**src/rtl/mask_stream_controller.sv**
```systemverilog
`default_nettype none
// ============================================================================
// Module      : mask_stream_controller
// Description : Sequences the VGA mask path. It requests one mask row from the
//               mask generator and loads that row into the mask serializer.
//               It then steps the serializer one word per accepted beat toward
//               the downstream sink. It counts beats per row (the count depends
//               on the resolution) and rows per frame. It reports frame
//               completion, illegal configurations and generator timeouts.
// Ports       : clk, rst            - single clock, synchronous active-high reset
//               start, abort        - frame start pulse (IDLE only) / forced stop
//               continuous          - auto-restart after frame_done
//               cfg_res, cfg_rows   - frame configuration, latched in IDLE
//               mask_valid          - generator row-ready strobe
//               sink_ready          - downstream accepts the current word
//               mg_req              - request next mask row
//               ser_load, ser_next  - serializer load / advance strobes
//               ser_res             - latched resolution to the serializer
//               dout_valid          - serializer output holds a valid word
//               last_beat           - current word is the last of the row
//               row_idx             - row currently being streamed
//               busy                - controller is not idle
//               frame_done, err     - completion / error pulses
// Revision    : 1.0 - initial release
// ============================================================================
module mask_stream_controller #(
    parameter int STEP_SEL0 = 16,
    parameter int STEP_SEL1 = 32,
    parameter int STEP_SEL2 = 54,
    parameter int ROW_CNT_W = 10,
    parameter int TIMEOUT   = 255
) (
    input  logic                 clk,
    input  logic                 rst,
    input  logic                 start,
    input  logic                 abort,
    input  logic                 continuous,
    input  logic [1:0]           cfg_res,
    input  logic [ROW_CNT_W-1:0] cfg_rows,
    input  logic                 mask_valid,
    input  logic                 sink_ready,
    output logic                 mg_req,
    output logic                 ser_load,
    output logic                 ser_next,
    output logic [1:0]           ser_res,
    output logic                 dout_valid,
    output logic                 last_beat,
    output logic [ROW_CNT_W-1:0] row_idx,
    output logic                 busy,
    output logic                 frame_done,
    output logic                 err
);

    typedef enum logic [2:0] {
        S_IDLE      = 3'd0,
        S_REQ       = 3'd1,
        S_WAIT      = 3'd2,
        S_LOAD      = 3'd3,
        S_SHIFT     = 3'd4,
        S_ROW_END   = 3'd5,
        S_FRAME_END = 3'd6
    } state_t;

    // Index of the final word of a row for each resolution
    localparam logic [5:0] c_last0 = 6'(STEP_SEL0 - 1);
    localparam logic [5:0] c_last1 = 6'(STEP_SEL1 - 1);
    localparam logic [5:0] c_last2 = 6'(STEP_SEL2 - 1);

    // The counter value seen in the final waiting cycle. The edge that ends
    // that cycle would bring the count to TIMEOUT, so the timeout fires there.
    localparam logic [7:0] c_tmo_last = 8'(TIMEOUT - 1);

    localparam logic [ROW_CNT_W-1:0] c_row_one = {{(ROW_CNT_W-1){1'b0}}, 1'b1};

    state_t               r_state;
    logic [5:0]           r_beat;
    logic [7:0]           r_tmo;
    logic [ROW_CNT_W-1:0] r_rows;
    logic [ROW_CNT_W-1:0] r_row;
    logic [1:0]           r_res;
    logic                 r_err;

    logic [5:0]           w_last_idx;
    logic                 w_is_last;
    logic                 w_cfg_bad;
    logic                 w_shift;

    always_comb begin
        w_last_idx = c_last0;
        case (r_res)
            2'b01:   w_last_idx = c_last1;
            2'b10:   w_last_idx = c_last2;
            default: w_last_idx = c_last0;
        endcase
    end

    assign w_is_last = (r_beat == w_last_idx);
    assign w_cfg_bad = (cfg_res == 2'b11) || (cfg_rows == '0);
    assign w_shift   = (r_state == S_SHIFT);

    always_ff @(posedge clk) begin
        if (rst) begin
            r_state <= S_IDLE;
            r_beat  <= '0;
            r_tmo   <= '0;
            r_rows  <= '0;
            r_row   <= '0;
            r_res   <= 2'b00;
            r_err   <= 1'b0;
        end else begin
            r_err <= 1'b0;
            if (abort) begin
                // Abort leaves the controller with every output at zero.
                // It does not raise frame_done or err.
                r_state <= S_IDLE;
                r_row   <= '0;
                r_res   <= 2'b00;
            end else begin
                case (r_state)
                    S_IDLE: begin
                        if (start) begin
                            if (w_cfg_bad) begin
                                r_err <= 1'b1;
                            end else begin
                                r_res   <= cfg_res;
                                r_rows  <= cfg_rows;
                                r_row   <= '0;
                                r_state <= S_REQ;
                            end
                        end
                    end
                    S_REQ: begin
                        r_tmo   <= '0;
                        r_state <= S_WAIT;
                    end
                    S_WAIT: begin
                        if (mask_valid) begin
                            r_state <= S_LOAD;
                        end else if (r_tmo == c_tmo_last) begin
                            r_err   <= 1'b1;
                            r_state <= S_IDLE;
                        end else begin
                            r_tmo <= r_tmo + 8'd1;
                        end
                    end
                    S_LOAD: begin
                        r_beat  <= '0;
                        r_state <= S_SHIFT;
                    end
                    S_SHIFT: begin
                        // With sink_ready low, the beat count and the
                        // serializer word stay where they are.
                        if (sink_ready) begin
                            if (w_is_last) begin
                                r_state <= S_ROW_END;
                            end else begin
                                r_beat <= r_beat + 6'd1;
                            end
                        end
                    end
                    S_ROW_END: begin
                        if (r_row == (r_rows - c_row_one)) begin
                            r_state <= S_FRAME_END;
                        end else begin
                            r_row   <= r_row + c_row_one;
                            r_state <= S_REQ;
                        end
                    end
                    S_FRAME_END: begin
                        if (continuous) begin
                            r_row   <= '0;
                            r_state <= S_REQ;
                        end else begin
                            r_state <= S_IDLE;
                        end
                    end
                    default: r_state <= S_IDLE;
                endcase
            end
        end
    end

    // The strobes are decoded from the registered state. abort masks them in
    // the same cycle, so nothing reaches the generator or serializer while
    // the abort is in progress.
    assign mg_req     = (r_state == S_REQ)       && !abort;
    assign ser_load   = (r_state == S_LOAD)      && !abort;
    assign dout_valid = w_shift                  && !abort;
    assign last_beat  = w_shift && w_is_last     && !abort;
    // The serializer advances on an accepted beat, except after the final
    // word of the row.
    assign ser_next   = w_shift && sink_ready && !w_is_last && !abort;
    assign frame_done = (r_state == S_FRAME_END) && !abort;
    assign err        = r_err                    && !abort;
    assign busy       = (r_state != S_IDLE);
    assign row_idx    = r_row;
    assign ser_res    = r_res;

endmodule
`default_nettype wire

```
**config.mk**
```make
export PLATFORM = sky130hd
export DESIGN_NAME = mask_stream_controller
export DESIGN_NICKNAME = d
export VERILOG_FILES = /design/src/rtl/mask_stream_controller.sv
export SDC_FILE = /design/constraint.sdc
export NUM_CORES = 1
export LEC_CHECK = 0
export ABC_AREA = 1
export CELL_PAD_IN_SITES_DETAIL_PLACEMENT = 1
export CELL_PAD_IN_SITES_GLOBAL_PLACEMENT = 2
export CORE_ASPECT_RATIO = 0.9
export CORE_MARGIN = 3
export CORE_UTILIZATION = 32
export DETAILED_ROUTE_END_ITERATION = 6
export HOLD_SLACK_MARGIN = 0.06
export PLACE_DENSITY = 0.86
export SYNTH_ARGS = -nofsm -noshare
export SYNTH_HDL_FRONTEND = slang
export SYNTH_SLANG_ARGS = --single-unit
```
**constraint.sdc**
```tcl
create_clock -name clk -period 4.55 [get_ports clk]
set_clock_uncertainty 0.15 [all_clocks]
set_input_delay 0.91 -clock clk [delete_from_list [all_inputs] [get_ports clk]]
set_output_delay 0.91 -clock clk [all_outputs]
set_load 0.01 [all_outputs]
```
==> results by stage, run 1 <==
Drt:
- The average vias per placed instance is 4.900.
- The number of iterations in the first detailed-routing pass is 5.
- In the routed design, unresolved DRC markers number 0.
- The routed design has 7.175 mm of wire.
- The violation count after the first detailed-route iteration is 68.
- The routed layout has 2543 vias.
- The count of nets left with antenna violations after detail routing is 0.
- The average wire per cell in the routed design is 13.82 um.

Logic synthesis:
- Synthesis produced a netlist with a net count of 408.
- The sequential cell area fraction in the yosys report is 0.3162.
- In this run the cell area of the synthesized design comes to 0.002532 mm2.
- The synthesized design contains 40 register bits.
- The number of synthesis warnings is 0.
- A synthesized cell averages 6.612 um2.
- The netlist uses 39 different library cells.
- The cell count after synthesis came out at 383.

STA:
- The sum of negative setup slack is 0 ns.
- Setup repair after global routing left no endpoint under its margin.
- The final hold slack is 0.3331 ns.
- The setup violation total in the final timing report is 0.
- The clock period minus final worst setup slack is roughly 3.6 ns.
- The slew at the pin closest to its max-slew limit is 0.5202 ns.
- Of the available clock period, the critical path in the final layout requires 0.7872.
- The peak clock frequency supported by timing is 279.2 MHz.
- The number of pins with negative max-slew slack in the final report is 0.
- The final count of hold timing violations came to 0.
- The tightest slew margin relative to the limit is 0.6495.

Global route:
- The pin count of the biggest net entering global routing is 19.
- The met3 demand-to-capacity share in global routing is 0.02780.
- For this run, global-route usage on met1 was measured as 0.2245.
- The met2 layer usage reported by global route is 0.2856.
- The number of antenna violations at the first check in global routing is 0.
- In the global route stage, overall resource usage came out at 0.1672.
- The most utilized layer in the global route result is met2.
- The total congestion overflow is 0.
- The first global-routing pass estimated 12.54 mm of wire.
- The number of global-route vias before repair is 2646.

Clock tree:
- The clock-pin slew on the worst setup and hold paths is 0.08 ns.
- The number of buffers created by CTS is 5.
- CTS saw 40 sinks.
- After clock tree synthesis, the setup repair step added 0 buffers.
- The number of instances resized during post-cts repair is 0.
- The number of levels the H-tree was split into is 2.
- After clock tree synthesis, the flow added hold-fix buffers numbering 0.
- The clock latency at the later pin of the worst-skew pair is 0.29 ns.
- The maximum root-to-sink buffer count is 2.
- CTS placed an instance of sky130_fd_sc_hd__clkbuf_8 at the clock tree root.
- The TritonCTS clock tree is yes.

Floorplan:
- The floorplan has 30 rows.
- The width of the die is 99.77 um.
- In this run the standard cell core region covers around 0.0076 mm2.
- The top-level port count is 39.
- The area enclosed by the die boundary is ~0.0090 mm2.
- The initial core utilization is 0.3323.
- In this run the vertical extent of the chip is 90.40 um.

Pwr:
- The leakage power is 1.187 nW.
- The total power is 0.7326 mW.
- In this run the power density over the cells is 238.2 mW/mm2.
- IR analysis of the VDD net gives a maximum drop of 91.67 uV.

Critical path:
- For the worst setup path, the data arrival time is 2.52 ns.
- At the worst endpoint, the required time is 3.49 ns.
- Along the worst path, the maximum fanout reaches 10.
- The category of the critical setup timing path is primary input to primary output.
- The kind of start point of the critical path is a primary input.
- The worst setup path is captured at a primary output.

Layout:
- The final layout net count is 448.
- In the final layout, the multi-input gates occupy 0.001505 mm2.
- The number of diodes is 0.
- Once layout is complete, the cells apart from fillers number 519.
- The layout overhead on the synthesized area is 21.44%.
- The layout has roughly 1k filler cells.
- Summing all flip-flop and latch instances after layout gives 800.8 um2.
- The fraction of layout cells with a size suffix above 1 is 0.07565.

Placed design:
- The final HPWL from detailed placement is roughly 5.7 mm.
- Input and output buffers added on the ports amount to 38.
- The number of instances in the placed design is 512.
- The routability congestion estimate is 0.8123.

Outcome:
- The flow ran to the end, and the final reports show no timing, DRC or antenna violations.

Worst hold path:
- The path class of the tightest hold or removal check is flip-flop to flip-flop.

Run:
- Across the run, the number of max-cap violations was 0.
## synth_stat cells
master	n	area share
sky130_fd_sc_hd__a21oi_4	1	0.0064
sky130_fd_sc_hd__nand3_2	2	0.0079
sky130_fd_sc_hd__ha_1	6	0.030
sky130_fd_sc_hd__nor3_4	1	0.0064
sky130_fd_sc_hd__nor3b_1	1	0.0030
sky130_fd_sc_hd__o31ai_1	1	0.0030
sky130_fd_sc_hd__buf_6	2	0.0089
sky130_fd_sc_hd__or2_0	1	0.0025
sky130_fd_sc_hd__xor2_1	13	0.045
sky130_fd_sc_hd__o22ai_1	1	0.0025
sky130_fd_sc_hd__nand4_1	1	0.0025
sky130_fd_sc_hd__nand2_2	1	0.0025
sky130_fd_sc_hd__nor4_1	1	0.0025
sky130_fd_sc_hd__nand4_4	1	0.0084
sky130_fd_sc_hd__o21bai_1	2	0.0059
sky130_fd_sc_hd__or2_2	1	0.0025
sky130_fd_sc_hd__nand3_1	37	0.073
sky130_fd_sc_hd__xnor2_1	2	0.0069
sky130_fd_sc_hd__nand3b_1	1	0.0030
sky130_fd_sc_hd__o21ai_2	1	0.0035
sky130_fd_sc_hd__nor3_2	2	0.0079
sky130_fd_sc_hd__nand2_4	1	0.0044
sky130_fd_sc_hd__nor2_2	3	0.0074
sky130_fd_sc_hd__nand2_1	85	0.13
sky130_fd_sc_hd__and3_1	1	0.0025
sky130_fd_sc_hd__a32oi_1	1	0.0035
sky130_fd_sc_hd__nor2_4	6	0.027
sky130_fd_sc_hd__clkbuf_1	2	0.0030
sky130_fd_sc_hd__o21ai_0	18	0.036
sky130_fd_sc_hd__buf_2	1	0.0020
sky130_fd_sc_hd__dfxtp_1	40	0.32
sky130_fd_sc_hd__nor2_1	54	0.080
sky130_fd_sc_hd__a211oi_1	2	0.0059
sky130_fd_sc_hd__a31oi_1	1	0.0025
sky130_fd_sc_hd__inv_2	6	0.0089
sky130_fd_sc_hd__a21oi_1	30	0.059
sky130_fd_sc_hd__o21ai_1	1	0.0020
sky130_fd_sc_hd__inv_1	45	0.067
sky130_fd_sc_hd__nor3_1	7	0.014
## placed cells by master (no fill, tap or decap), drive strengths merged, types with 6 or more instances in the layout
| cell | instances |
|---|---|
| a21oi | 31 |
| clkbuf | 6 |
| clkdlybuf4s50 | 38 |
| dfxtp | 40 |
| ha | 6 |
| inv | 51 |
| nand2 | 87 |
| nand3 | 39 |
| nor2 | 63 |
| nor3 | 10 |
| o21ai | 20 |
| xor2 | 13 |
## logic make-up after synthesis
group,Yosys count,synth area share
DFF,40,0.3162
buffers and inverters,56,0.08942
xor gates and xnor gates,15,0.05188
adders and majority gates,6,0.02964
and+or+nand+nor,207,0.3829
AOI/OAI and AO/OA,59,0.1299
## metal layers
metal,vias up,routed length [um]
met4,0,40
met2,31,3367
met1,1196,3589
li1,1312,-
met3,4,177
met5,-,0
## path summary, 6_finish.rpt
| check | start | endpoint | slack (ns) | depth (start not counted) |
|---|---|---|---|---|
| max reg2reg | r_rows[0]$_SDFFE_PP0P_ | row_idx[1]$_SDFFE_PP0P_ | 2.22 | 14 |
| min reg2reg | ser_res[0]$_SDFFE_PP0P_ | ser_res[0]$_SDFFE_PP0P_ | 0.33 | 2 |
| max | abort | ser_next | 0.97 | 4 |
| min | ser_res[0]$_SDFFE_PP0P_ | ser_res[0]$_SDFFE_PP0P_ | 0.33 | 2 |
## final cells by class
class                   instances  area share
well taps                      96     0.03906
inverters                      51     0.06225
flip-flops and latches         40      0.2604
repair buffers                 38      0.1237
clock inverters                 1    0.001627
clock buffers                   6     0.02360
multi-input cells             287      0.4894
## where the power goes
part           leakage, nW  internal (mW)  switching [mW]
Sequential           0.324          0.358         0.00653
Combinational        0.822         0.0529          0.0856
Clock               0.0410          0.105           0.125
## per-stage QoR
stage	utilization	area, um2	setup slack, ns
5_1_grt	0.4036	3075	0.8799
6_report	0.4036	3075	0.9681
3_5_place_dp	0.3934	2998	0.9715
3_3_place_gp	0.3934	2998	0.9849
4_1_cts	0.4036	3075	0.9499
2_1_floorplan	-	2532	2.032
## worst max-delay path, stage by stage
cell	delay, ns
sky130_fd_sc_hd__clkdlybuf4s50_1	0.67
sky130_fd_sc_hd__nor2_4	0.24
sky130_fd_sc_hd__and3_1	0.17
sky130_fd_sc_hd__clkdlybuf4s50_1	0.53
## flip-flops by register name, indices dropped and copies added, names as in the netlist
name and flops:
r_beat 6, r_err 1, r_rows 10, r_state 3
r_tmo 8, row_idx 10, ser_res 2
Power figures use the tool's default switching activity.
==> run 2, diff against run 1 <==
--- a/config.mk
+++ b/config.mk
@@ -10,10 +10,10 @@
 export CELL_PAD_IN_SITES_GLOBAL_PLACEMENT = 2
 export CORE_ASPECT_RATIO = 0.9
 export CORE_MARGIN = 3
-export CORE_UTILIZATION = 32
+export CORE_UTILIZATION = 26
 export DETAILED_ROUTE_END_ITERATION = 6
 export HOLD_SLACK_MARGIN = 0.06
-export PLACE_DENSITY = 0.86
+export PLACE_DENSITY = 0.75
 export SYNTH_ARGS = -nofsm -noshare
 export SYNTH_HDL_FRONTEND = slang
 export SYNTH_SLANG_ARGS = --single-unit
==> constraint.sdc (replaced) <==
create_clock -name clk -period 3.1 [get_ports clk]
set_clock_uncertainty 0.15 [all_clocks]
set_input_delay 0.62 -clock clk [delete_from_list [all_inputs] [get_ports clk]]
set_output_delay 0.62 -clock clk [all_outputs]
set_load 0.01 [all_outputs]
==> run 2 against run 1 <==
Utilization down 6.2 points; worst setup slack worse by 0.77 ns; critical path depth up 3; largest power group unchanged; highest routed layer unchanged.
==> results by stage, run 2 (same netlist as run 1, synthesis figures left out) <==
Clock tree:
- The number of levels the H-tree was split into is 2.
- The cell sitting at the root of the clock tree is a sky130_fd_sc_hd__clkbuf_8.
- The clock-pin slew on the worst setup and hold paths is 0.09 ns.
- The number of gates resized after CTS was 0.
- The TritonCTS sink count is 40.
- The clock reaches the later pin of the worst-skew pair after 0.30 ns.
- The number of buffers added for setup after CTS is 0.
- The hold buffer count at cts is 0.
- The clock passes through at most 2 buffers.
- TritonCTS built the clock tree.
- Clock tree synthesis inserted a total of 5 buffers.

Layout:
- Registers take ~800 um2.
- Summing all multi-input logic gate instances after layout gives between 0.0015 and 0.002 mm2.
- The number of diodes is 0.
- For this run, the share of the core covered by cells in the final layout is 0.3417.
- The top cell types in the final layout, fill and taps aside, are sky130_fd_sc_hd__nand2_1, sky130_fd_sc_hd__nor2_1, sky130_fd_sc_hd__inv_1.
- The fraction of layout cells with a size suffix above 1 is 0.08665.
- The library cell used most frequently in the layout, excluding fill and tap cells, is sky130_fd_sc_hd__nand2_1.
- The area growth from synthesis to layout is 25.35%.
- The finished cells cover 0.003174 mm2.
- After filler insertion, the fill cell instance count of the layout stands at 1175.
- At the end of the flow, the number of nets in the layout was 451.
- The final instance count without filler cells is 549.

Drt:
- After detailed routing, the number of remaining DRC violations is 0.
- The count of nets left with antenna violations after detail routing is 0.
- The overall via count from detail_route is 2533.
- The average vias per placed instance is around 4.6.
- After detailed routing, the average wire length per cell comes to 13.35 um.
- The number of iterations in the first detailed-routing pass is 4.
- The wire length after detailed routing is 7.331 mm.
- The violation count after the first detailed-route iteration is 72.

Placed design:
- Buffers placed on the I/O ports in this run total 38.
- Once placement finished, the instance area stood at 0.003053 mm2.
- The worst-case setup slack after placement is between 0.2 and 0.3 ns.
- The final HPWL from detailed placement is 5.903 mm.
- The number of placed instances, taps included, is 541.
- The routability congestion estimate is 0.7852.

Global route:
- For this run the aggregate overflow at the end of global routing stands at 0.
- The first-pass GRT wire length is 12.59 mm.
- Entering global routing, the biggest net connects 19 pins.
- The number of antenna violations at the first check in global routing is 0.
- The number of global-route vias before repair is 2631.
- For this run, the total global-route usage over all layers was measured as 0.1430.

Critical path:
- Across all register-to-register paths, the minimum setup slack is 0.78 ns.
- The kind of start point of the critical path is a flip-flop.
- The endpoint identified for the worst register-to-register timing path is row_idx[8]$_SDFFE_PP0P_.
- Of all nets on the critical path, the largest fanout is 4.
- For the worst setup path, the data required time is between 2 and 2.5 ns.
- For the worst flop-to-flop path, the logic depth is 14.
- The worst setup path is captured at a primary output.
- On the critical path the largest part of the delay comes from buffers and inverters.
- The category of the critical setup timing path is flip-flop to primary output.
- The number of buffers and inverters on the critical path is 2.
- The worst reg2reg path startpoint is r_rows[0]$_SDFFE_PP0P_.
- Walking the worst path, the cells encountered are inv_1 -> ha_1 -> xnor2_1 -> nor2_1 -> nand3_1 -> nor3_1 -> clkdlybuf4s50_1.
- The data arrival time of the critical path is 2.13 ns.
- The delay of the slowest critical-path stage is 0.57 ns.
- The slowest cell on the critical path is sky130_fd_sc_hd__clkdlybuf4s50_1.

STA:
- In the final timing run, aggregate negative setup slack is 0 ns.
- The tightest slew margin relative to the limit is 0.6249.
- The slew at the pin closest to its max-slew limit is 0.5568 ns.
- Setup violations remaining at the end of the flow were counted as 0.
- The final hold slack is 0.3380 ns.
- The number of pins with negative max-slew slack in the final report is 0.
- Setup slack on the critical path of the routed design comes to 0.1984 ns.
- The worst path in the final design needs a cycle of about 2.9 ns, including I/O delays and setup.
- The share of the clock period used by the worst path is 0.9360.
- The final count of hold timing violations is 0.
- Setup repair after global routing left no endpoint under its margin.
- Based on the critical path, the design can be clocked at up to 344.6 MHz.

Worst hold path:
- The number of cells on the worst hold path is 2.
- For hold timing, the worst endpoint is ser_res[0]$_SDFFE_PP0P_.
- The worst hold path begins at ser_res[0]$_SDFFE_PP0P_.
- The tightest min-delay check is of the flip-flop to flip-flop type.

Floorplan:
- The initial core utilization is 0.2726.
- The initialized floorplan defines 33 standard-cell rows.
- The die is 110.0 um wide.
- The placeable core region is around 0.0093 mm2.
- The top-level port count is 39.
- Measured along the y axis, the die boundary spans 99.63 um.
- The area enclosed by the die boundary is roughly 0.011 mm2.

Pwr:
- The largest vdd supply drop is ~150 uV.
- For this design the static power due to leakage is 1.222 nW.
- Dividing total power by cell area gives a power density of 383.0 mW/mm2.
- The total power is between 1 and 1.5 mW.

Run:
- Max-cap violations in this run came to 0.

Outcome:
- The flow ran to the end, and the final reports show no timing, DRC or antenna violations.
-- run 2: cell count changes in the layout (fill, tap and decap cells not counted) --
cell,change
sky130_fd_sc_hd__buf_4,+3
sky130_fd_sc_hd__bufinv_16,+1
sky130_fd_sc_hd__clkbuf_1,-1
sky130_fd_sc_hd__clkbuf_8,+1
sky130_fd_sc_hd__clkinv_2,-1
sky130_fd_sc_hd__clkinv_4,+1
-- run 2: report_power, final --
group / internal (mW) / switching [mW]
clock network: 0.264 / 0.210
registers: 0.525 / 0.0102
logic: 0.0802 / 0.126
-- run 2: cell type report --
class	instances	area share
clock inverter	2	0.01222
multi-input combinational	287	0.4742
timing repair buffer	41	0.1269
tap	122	0.04809
inverter	51	0.06031
sequential	40	0.2523
clock buffer	6	0.02602
-- run 2: worst max-delay path by stage --
stage / end / startpoint / slack [ns] / depth (start not counted)
global placement: last_beat / abort / 0.30 / 4
floorplan: last_beat / ser_res[0]$_SDFFE_PP0P_ / 1.03 / 6
detailed placement: last_beat / abort / 0.28 / 4
global route: last_beat / ser_res[0]$_SDFFE_PP0P_ / 0.07 / 7
CTS: last_beat / ser_res[0]$_SDFFE_PP0P_ / 0.17 / 7
finish: last_beat / ser_res[0]$_SDFFE_PP0P_ / 0.20 / 7
-- run 2: metal layers --
layer / wire length [um] / GRT usage / part of all wire / vias up
met5: 0 / 0 / 0 / -
met4: 78 / 0.03260 / 0.011 / 0
met3: 244 / 0.03504 / 0.033 / 7
met2: 3319 / 0.2379 / 0.45 / 29
met1: 3687 / 0.1858 / 0.50 / 1180
li1: - / - / - / 1317
-- run 2: tightest hold or removal path, cell delays in order (launching register included) --
cell and delay [ns]:
sky130_fd_sc_hd__dfxtp_1 0.32, sky130_fd_sc_hd__inv_1 0.07, sky130_fd_sc_hd__a21oi_1 0.06
==> run 3, diff against run 2 <==
--- a/config.mk
+++ b/config.mk
@@ -11,6 +11,7 @@
 export CORE_ASPECT_RATIO = 0.9
 export CORE_MARGIN = 3
 export CORE_UTILIZATION = 26
+export CTS_CLUSTER_SIZE = 12
 export DETAILED_ROUTE_END_ITERATION = 6
 export HOLD_SLACK_MARGIN = 0.06
 export PLACE_DENSITY = 0.75
==> constraint.sdc (replaced) <==
create_clock -name clk -period 3.1 [get_ports clk]
set_clock_uncertainty 0.15 [all_clocks]
set_input_delay 0.62 -clock clk [delete_from_list [all_inputs] [get_ports clk]]
set_output_delay 0.62 -clock clk [all_outputs]
set_load 0.1 [all_outputs]
==> run 3 against run 2 <==
Worst setup slack better by 0.18 ns; power down 6.7%; critical path type is now primary input to primary output; sequential share of layout area down 0.18 points; register-to-register slack worse by 0.03 ns; fmax up 6.4%; die area unchanged; sequential power about the same.
==> results by stage, run 3 (same netlist as run 1, synthesis figures left out) <==
Outcome:
- The flow ran to the end, and the final reports show no timing, DRC or antenna violations.

Clock tree:
- The number of instances resized during post-cts repair is 0.
- In this run the number of H-tree levels came out at 2.
- CTS saw 40 sinks.
- The number of buffers added for setup after CTS is 0.
- The maximum root-to-sink buffer count is 2.
- The clock-pin slew on the worst setup and hold paths is roughly 0.080 ns.
- The cell sitting at the root of the clock tree is a sky130_fd_sc_hd__clkbuf_8.
- For the worst-skew pair, the clock arrives at the later sink with an insertion delay of 0.29 ns.
- The TritonCTS clock tree is yes.
- The hold buffer count at cts is 0.
- The number of clock buffers added by TritonCTS is 5.

Placed design:
- The number of instances in the placed design is 541.
- Buffers placed on the I/O ports in this run total 38.
- The total cell area at the placement stage is between 0.003 and 0.004 mm2.
- The final HPWL from detailed placement is roughly 6 mm.
- Routability-driven placement finished with a final weighted congestion of 0.8160.
- Timing analysis after detailed placement gives a worst setup slack of 0.3785 ns.

Layout:
- The number of diodes is 0.
- The most common cell after layout, fill and taps aside is sky130_fd_sc_hd__nand2_1.
- The area growth from synthesis to layout is 26.24%.
- The filler cells instantiated in the layout total ~1.2k.
- Of the cells placed in the final design, the portion with a size suffix greater than 1 is 0.1358.
- After the flow finishes, the layout carries non-filler instances totaling ~550.
- The final instance area is ~0.0032 mm2.
- In the layout the commonest cells are sky130_fd_sc_hd__nand2_1, sky130_fd_sc_hd__nor2_1, sky130_fd_sc_hd__inv_1.
- The final layout net count is 451.

Critical path:
- STA classifies the critical path endpoint as a primary output.
- The slowest stage of the critical path belongs to the cell sky130_fd_sc_hd__clkdlybuf4s50_1.
- Counting cells, the worst reg-to-reg path comes to 14.
- The reg-to-reg setup timing slack is 0.75 ns.
- For the worst setup path, the data arrival time is 1.96 ns.
- In this run the worst setup path begins at abort.
- The capturing instance or port of the critical path is ser_load.
- The worst setup path is launched from a primary input.
- At the worst endpoint, the required time is 2.33 ns.
- The setup path with the least slack is of type primary input to primary output.
- Among cell families on the critical path, the largest total delay comes from buffers and inverters.
- The total stage count of the critical path is 4.
- The worst reg2reg path startpoint is r_rows[0]$_SDFFE_PP0P_.
- The sum of buffers and inverters on the critical path is 3.
- The maximum fanout along the worst path is 8.
- Traced cell by cell, the critical path runs through clkdlybuf4s50_1 -> buf_4 -> nor2_2 -> buf_12.
- The destination of the worst register-to-register timing path is row_idx[4]$_SDFFE_PP0P_.
- In this design, the stage delay of the slowest critical-path cell is 0.61 ns.

Floorplan:
- For this configuration, the core starts out at a cell density of 0.2726.
- The area enclosed by the die boundary is roughly 0.011 mm2.
- The width of the die is 110.0 um.
- The site row count is 33.
- The height of the die is 99.63 um.
- The floorplan step defined a core boundary enclosing 0.009290 mm2.
- Pin placement for this block handled 39 I/O pins.

Global route:
- The most utilized layer in the global route result is met2.
- The first-pass GRT wire length is 12.74 mm.
- The number of antenna violations at the first check in global routing was 0.
- In the global route stage, overall resource usage came out at 0.1430.
- The met1 layer usage reported by global route is 0.1978.
- The pin count of the biggest net entering global routing is 19.
- In the global route stage, met2 resource usage came out at 0.2318.
- For this run, global-route usage on met3 was measured as 0.02920.
- The number of global-route vias before repair came to 2607.
- The total overflow left after global routing is 0.

Drt:
- The wire length after detailed routing is 7.274 mm.
- The count of nets left with antenna violations after detail routing is 0.
- The first detailed-routing pass ran for 4 iterations.
- In the final routed layout, each cell accounts on average for 13.25 um.
- For this block, the via count after detailed routing is 2543.
- In the routed design, unresolved DRC markers number 0.
- In the routed layout, each cell is associated on average with a via count of 4.632.
- The violation count after the first detailed-route iteration is 70.

Run:
- Across the run, the number of max-cap violations was 0.

STA:
- Of the available clock period, the critical path in the final layout requires 0.8793.
- The final count of hold timing violations is 0.
- Setup violations remaining at the end of the flow were counted as 0.
- The clock period minus final worst setup slack is approximately 2.7 ns.
- Across all hold checks on the routed design, the worst slack comes to 0.3304 ns.
- The smallest setup slack after layout is 0.3740 ns.
- Measured against its own limit, the worst slew margin works out to 0.6939.
- For this run, the top clock speed supported by timing is 366.8 MHz.
- The number of pins with negative max-slew slack in the final report is 0.
- The slew at the pin closest to its max-slew limit is ~0.45 ns.
- Setup repair after global routing left no endpoint under its margin.

Pwr:
- The total power is 1.134 mW.
- The leakage power is 1.272 nW.
- Power spread over the standard cell area amounts to 354.9 mW/mm2.
- The largest vdd supply drop is 162.0 uV.

Worst hold path:
- The path class of the tightest hold or removal check is flip-flop to flip-flop.
[run 3: power by group]
group / switching [mW] / total [mW] / internal (mW)
clock network: 0.192 / 0.373 / 0.181
registers: 0.0101 / 0.535 / 0.525
logic: 0.145 / 0.226 / 0.0805
[run 3: metal layers]
metal  vias up  part of all wire  wire length [um]
li1       1318                 -                 -
met1      1183              0.49              3593
met2        38              0.46              3324
met3         4             0.043               312
met4         0            0.0060                44
met5         -                 0                 0
[run 3: worst min path at each step]
stage | cells after the start | startpoint | endpoint
finish | 2 | ser_res[1]$_SDFFE_PP0P_ | ser_res[1]$_SDFFE_PP0P_
global route | 2 | ser_res[1]$_SDFFE_PP0P_ | ser_res[1]$_SDFFE_PP0P_
CTS | 2 | ser_res[1]$_SDFFE_PP0P_ | ser_res[1]$_SDFFE_PP0P_
detailed placement | 2 | ser_res[1]$_SDFFE_PP0P_ | ser_res[1]$_SDFFE_PP0P_
global placement | 2 | ser_res[1]$_SDFFE_PP0P_ | ser_res[1]$_SDFFE_PP0P_
floorplan | 2 | r_tmo[4]$_SDFFE_PP0P_ | r_tmo[4]$_SDFFE_PP0P_
[run 3: final cells by class]
class	instances	area (um2)	area share
clock buffer	7	86.33	0.02701
clock inverter	1	7.507	0.002348
inverter	51	191.4	0.05988
multi-input combinational	287	1518	0.4748
sequential	40	800.8	0.2505
tap	122	152.6	0.04775
timing repair buffer	41	440.4	0.1378
[run 3: tightest hold or removal path, stage by stage, from the launching register on]
cell,delay [ns]
sky130_fd_sc_hd__dfxtp_1,0.34
sky130_fd_sc_hd__inv_1,0.05
sky130_fd_sc_hd__a21oi_1,0.05
[run 3: through the flow]
stage               setup TNS (ns)  utilization
global route                     0       0.3441
detailed placement               0       0.3340
CTS                              0       0.3441
finish                           0       0.3441
global placement                 0       0.3340
floorplan                  -0.1896            -
